## src/rtl/breathe_pkg.sv

```systemverilog
// rtl/breathe_pkg.sv - shared types and helpers for the breathe envelope sequencer
package breathe_pkg;

    typedef enum logic [2:0] {
        ST_IDLE      = 3'd0,
        ST_RAMP_UP   = 3'd1,
        ST_HOLD_HI   = 3'd2,
        ST_RAMP_DOWN = 3'd3,
        ST_HOLD_LO   = 3'd4
    } state_t;

    localparam int DEF_DUTY_W   = 7;
    localparam int DEF_DUTY_MAX = (1 << DEF_DUTY_W) - 1;

    function automatic int duty_max(input int duty_w);
        return (1 << duty_w) - 1;
    endfunction

    function automatic int presc_div(input int base_div, input logic [1:0] speed);
        return base_div << speed;
    endfunction

endpackage

```

## src/rtl/step_prescaler.sv

```systemverilog
// rtl/step_prescaler.sv - envelope step-rate prescaler with speed latched at each step wrap
module step_prescaler
    import breathe_pkg::*;
#(
    parameter int BASE_DIV = 4096,
    parameter int PRESC_W  = 16
) (
    input  logic       clk,
    input  logic       rst,
    input  logic       clear,
    input  logic [1:0] speed,
    output logic       step_tick
);

    logic [PRESC_W-1:0] count;
    logic [PRESC_W-1:0] last;
    logic [1:0]         speed_q;

    // Speed only takes effect from the next step, so the running count never jumps.
    always_comb begin
        last = PRESC_W'(presc_div(BASE_DIV, speed_q) - 1);
    end

    assign step_tick = !clear && (count == last);

    always_ff @(posedge clk or negedge rst) begin
        if (!rst) begin
            count   <= '0;
            speed_q <= '0;
        end else if (clear || step_tick) begin
            count   <= '0;
            speed_q <= speed;
        end else begin
            count   <= count + PRESC_W'(1);
        end
    end

endmodule

```

## src/rtl/breathe_seq.sv

```systemverilog
// rtl/breathe_seq.sv - LED breathe envelope FSM with PWM-wrap-aligned duty shadow register
module breathe_seq
    import breathe_pkg::*;
#(
    parameter int DUTY_W     = DEF_DUTY_W,
    parameter int BASE_DIV   = 4096,
    parameter int PRESC_W    = 16,
    parameter int HOLD_STEPS = 32
) (
    input  logic              clk,
    input  logic              rst,
    input  logic              en,
    input  logic [1:0]        speed,
    input  logic              pwm_wrap,
    output logic [DUTY_W-1:0] duty,
    output logic              duty_upd,
    output logic [2:0]        phase,
    output logic              cycle_done
);

    localparam int                HOLD_W    = (HOLD_STEPS > 1) ? $clog2(HOLD_STEPS) : 1;
    localparam logic [DUTY_W-1:0] DUTY_MAX  = DUTY_W'(duty_max(DUTY_W));
    localparam logic [HOLD_W-1:0] HOLD_LAST = HOLD_W'(HOLD_STEPS - 1);

    state_t            state, state_n;
    logic [DUTY_W-1:0] target, target_n;
    logic [HOLD_W-1:0] hold_cnt, hold_n;
    logic [DUTY_W-1:0] duty_n;
    logic              upd_n;
    logic              done_n;
    logic              step_tick;

    step_prescaler #(
        .BASE_DIV (BASE_DIV),
        .PRESC_W  (PRESC_W)
    ) u_presc (
        .clk       (clk),
        .rst       (rst),
        .clear     (state == ST_IDLE),
        .speed     (speed),
        .step_tick (step_tick)
    );

    assign phase = state;

    always_ff @(posedge clk or negedge rst) begin
        if (!rst) begin
            state      <= ST_IDLE;
            target     <= '0;
            hold_cnt   <= '0;
            duty       <= '0;
            duty_upd   <= 1'b0;
            cycle_done <= 1'b0;
        end else begin
            state      <= state_n;
            target     <= target_n;
            hold_cnt   <= hold_n;
            duty       <= duty_n;
            duty_upd   <= upd_n;
            cycle_done <= done_n;
        end
    end

    always_comb begin
        state_n  = state;
        target_n = target;
        hold_n   = hold_cnt;
        duty_n   = duty;
        upd_n    = 1'b0;
        done_n   = 1'b0;

        if (state == ST_IDLE) begin
            if (en) begin
                state_n  = ST_RAMP_UP;
                target_n = '0;
            end
        end else if (!en) begin
            // Abort drops the LED dark at once rather than waiting for a period boundary.
            state_n  = ST_IDLE;
            target_n = '0;
            duty_n   = '0;
            upd_n    = (duty != '0);
        end else begin
            // Shadow load uses the pre-step target, so a coincident step lands at the next wrap.
            if (pwm_wrap) begin
                duty_n = target;
                upd_n  = (target != duty);
            end
            if (step_tick) begin
                unique case (state)
                    ST_RAMP_UP: begin
                        if (target == DUTY_MAX) begin
                            state_n = ST_HOLD_HI;
                            hold_n  = '0;
                        end else begin
                            target_n = target + DUTY_W'(1);
                        end
                    end
                    ST_HOLD_HI: begin
                        if (hold_cnt == HOLD_LAST) begin
                            state_n = ST_RAMP_DOWN;
                        end else begin
                            hold_n = hold_cnt + HOLD_W'(1);
                        end
                    end
                    ST_RAMP_DOWN: begin
                        if (target == '0) begin
                            state_n = ST_HOLD_LO;
                            hold_n  = '0;
                        end else begin
                            target_n = target - DUTY_W'(1);
                        end
                    end
                    ST_HOLD_LO: begin
                        if (hold_cnt == HOLD_LAST) begin
                            state_n = ST_RAMP_UP;
                            done_n  = 1'b1;
                        end else begin
                            hold_n = hold_cnt + HOLD_W'(1);
                        end
                    end
                    default: state_n = ST_IDLE;
                endcase
            end
        end
    end

endmodule

```

## config.mk

```make
export PLATFORM = sky130hd
export DESIGN_NAME = breathe_seq
export DESIGN_NICKNAME = d
export VERILOG_FILES = /design/src/rtl/breathe_pkg.sv /design/src/rtl/step_prescaler.sv /design/src/rtl/breathe_seq.sv
export SDC_FILE = /design/constraint.sdc
export NUM_CORES = 1
export LEC_CHECK = 0
export ABC_AREA = 0
export CAP_MARGIN = 5
export CORE_MARGIN = 5
export CORE_UTILIZATION = 36
export CTS_CLUSTER_SIZE = 40
export DETAILED_ROUTE_END_ITERATION = 8
export PLACE_DENSITY = 0.61
export SYNTH_ARGS = -nofsm -noshare
export SYNTH_HDL_FRONTEND = slang
export SYNTH_SLANG_ARGS = --single-unit
```

## constraint.sdc

```tcl
create_clock -name clk -period 3 [get_ports clk]
set_clock_uncertainty 0.1 [all_clocks]
set_input_delay 0.6 -clock clk [delete_from_list [all_inputs] [get_ports clk]]
set_output_delay 0.6 -clock clk [all_outputs]
set_load 0.03 [all_outputs]
```

==> metrics.txt, run 1 <==
status finished clean; I/O Buffers 17; CTS tree built; core box area 0.00672 mm²; worst path cell trace inv_1 > nor2_1 > and2_1 > fa_1 > a211oi_1 > o21bai_1 > a21oi_1 > xor2_1 > mux2i_1 > o21bai_1; Layout fillers 647; Lkg Pwr 1.25 nW; Crit path largest cell delay 0.45 ns; ratio of cells with drive above 1 in the final layout 10.3%; Multi-input gate area 0.00135 mm²; Reg area 0.00105 mm²; most common flop cell mapped by yosys dfrtp_1; Vias per Instance 5.57; Worst-path clk slew 0.09 ns; Final Util 42.9%; Final HPWL DP 3.73 mm; Routed WL 5.20 mm; Clock Sinks 42; starting density of the core 36.7%; r2r endpoint target[6]$_DFFE_PN0P_; post-synthesis average cell area 9.90 µm²; Slew HR 36.6%; Worst R2R Path Depth 10; initial drt markers 70; die span in x 92.8 µm; HP Class in2async; cts bufs inserted 5; most used cell, CP o21bai_1; Setup crit start kind register; Clk Latency, worst-skew pair 0.30 ns; CP Class reg2reg; max-cap viol count 0; # setup viols final 0; Slowest cell on crit path fa_1; Data required, critical path 3.14 ns; Max Clock Freq 380 MHz; DRT antenna net count 0; vias in the first global route 1887; max-slew violation count 0; reg-to-reg slack, setup 0.37 ns; FF+latch count, synth 42; Syn Nets 264; CTS resizes 0; Final Instance Count excl. Fillers 353; WP data arrival 2.77 ns; Unique masters post-synth 47; Crit path max-delay family compound AO/OA/AOI/OAI gates; Layout Nets 287; hold_buf cts 0; row cnt 30; initial antenna violation count 0; min Tclk post-route 2.63 ns; clk buf depth 2; Die ar. 0.00861 mm²; post-synthesis cell area 0.00247 mm²; Hold Fails Final Rpt 0; setup slack after layout 0.366 ns; # Post-CTS Setup Buffers 0; total global-route track usage 13.3%; pre-CTS WS 0.383 ns; Worst Setup End Kind register; design area 0.00288 mm²; launching point of the worst reg2reg path phase[0]$_DFFE_PN0P_; Min Hold Slack 0.339 ns; largest cells by area after synthesis dfrtp_1 43%, xnor2_1 4.6%, nor2_1 4.4%, a22o_1 4.3%, ha_1 4.1%; Power, Total 1.96 mW; fin crit share 87.8%; Residual DRC 0; Post-synth EDFFs 0; worst-path fanout max 8; htree depth 2; RSZ-0062 raised after global routing false; CTS Root Cell clkbuf_8; Buf/Inv on CP 1; IO Pins 18; DR vias 1967; Yosys top cell by area dfrtp_1; DR pass1 iterations 4; share of the synthesized area in the top cell type 42.6%; CP Depth 10; placement-stage cell area 0.00275 mm²; WL/cell 14.7 µm; Slew @ Worst Pin 0.950 ns; Seq/Total Area, Yosys 42.6%; placed cell count 345; antenna cells 0; grt total ovfl 0; PD cells 679 mW/mm²; routability congestion estimate 0.786; largest net degree at the start of global routing 43; worst vdd ir 300 µV; Setup TNS 0 ns; first-pass GRT wire length 9.27 mm; P&R area growth vs syn 16.9%; die height 92.8 µm; Synth warnings 0; Post-Synthesis Cells 249; ys async rst share 100%
[cell type report]
cell class	instances	area share [%]
clock buffers	5	2.39
repair buffers	23	7.29
well taps	80	3.47
flip-flops and latches	42	36.4
clock inverters	3	2.39
inverters	9	1.17
multi-input cells	191	46.9
[power by group]
group	internal, mW	total (mW)	leakage [nW]	switching (mW)
Combinational	0.295	0.720	0.615	0.426
Sequential	0.625	0.691	0.563	0.0661
Clock	0.334	0.546	0.0683	0.213
[synth_stat cells (2+ instances only)]
library cell   n
nor3_1         6
clkbuf_1       4
a21o_1         3
nand3_1        8
nand2_1       14
xor2_1        11
xnor2_1       13
nor4_1         4
and4_1         4
o2bb2ai_1      2
or3_1          3
and2_1         5
ha_1           8
inv_1          9
a21oi_1        6
dfrtp_1       42
o21ai_0       11
a211o_1        2
a211oi_1       5
a22o_1        12
nor2_1        29
mux2i_1        4
mux2_2         7
o21bai_1       3
nand4_1        7
and3_1         4
buf_2          3
[cells in the final DEF, fill, tap and decap left out, types with 5 or more instances in the layout]
master | netlist | final
nor2_1 | 29 | 29
xor2_1 | 11 | 11
inv_1 | 9 | 9
ha_1 | 8 | 8
clkbuf_8 | 0 | 5
xnor2_1 | 13 | 13
and2_1 | 5 | 5
dfrtp_1 | 42 | 42
nand3_1 | 8 | 8
nor3_1 | 6 | 6
buf_4 | 0 | 6
nand2_1 | 14 | 14
clkdlybuf4s50_1 | 0 | 16
mux2_2 | 7 | 7
a21oi_1 | 6 | 6
a211oi_1 | 5 | 5
nand4_1 | 7 | 7
a22o_1 | 12 | 12
o21ai_0 | 11 | 11
[logic make-up after synthesis]
kind of cell / count (synthesis) / synth area share, %
buf+inv: 16 / 2.59
simple gates: 93 / 19.7
mux: 11 / 4.82
flops: 42 / 42.6
compound gates: 54 / 16.8
xor+xnor: 24 / 8.52
fa+ha+maj: 9 / 4.87
[how the worst max path moves through the flow]
stage                                     from                     to
after floorplan           phase[0]$_DFFE_PN0P_  target[6]$_DFFE_PN0P_
after global placement    phase[0]$_DFFE_PN0P_  target[6]$_DFFE_PN0P_
after detailed placement  phase[0]$_DFFE_PN0P_  target[6]$_DFFE_PN0P_
after CTS                 phase[0]$_DFFE_PN0P_  target[6]$_DFFE_PN0P_
after global routing      phase[0]$_DFFE_PN0P_  target[6]$_DFFE_PN0P_
final                     phase[0]$_DFFE_PN0P_  target[6]$_DFFE_PN0P_
[flip-flops by register name (all words and copies together) (netlist names)]
signal           flops
u_presc.count       16
target               7
u_presc.speed_q      2
hold_cnt             5
phase                3
duty_upd             1
duty                 7
cycle_done           1
[worst reg2reg max path: cells and delay by family (launching register included)]
family	cells	cell delay, ns
AO/OA/AOI/OAI	4	0.74
XOR/XNOR	1	0.20
adder cells (fa/ha/maj)	1	0.46
buffers and inverters	1	0.17
flip-flops	1	0.38
multiplexers	1	0.19
AND/OR/NAND/NOR	2	0.35
[per-layer routing]
layer	vias up	track usage, %	wire length [µm]
li1	946	-	-
met1	985	18.0	2530
met2	32	20.9	2430
met3	4	3.57	209
met4	0	3.66	30
met5	-	0	0
Note: power is estimated with default switching activity, not from simulation.
==> run 2: changes to the inputs <==
--- a/config.mk
+++ b/config.mk
@@ -9,6 +9,7 @@
 export CAP_MARGIN = 5
 export CORE_MARGIN = 5
 export CORE_UTILIZATION = 36
+export CTS_BUF_LIST = sky130_fd_sc_hd__clkbuf_8
 export CTS_CLUSTER_SIZE = 40
 export DETAILED_ROUTE_END_ITERATION = 8
 export PLACE_DENSITY = 0.61
==> results of run 2 <==
No change in the layout: final DEF, timing and power equal those of run 1.
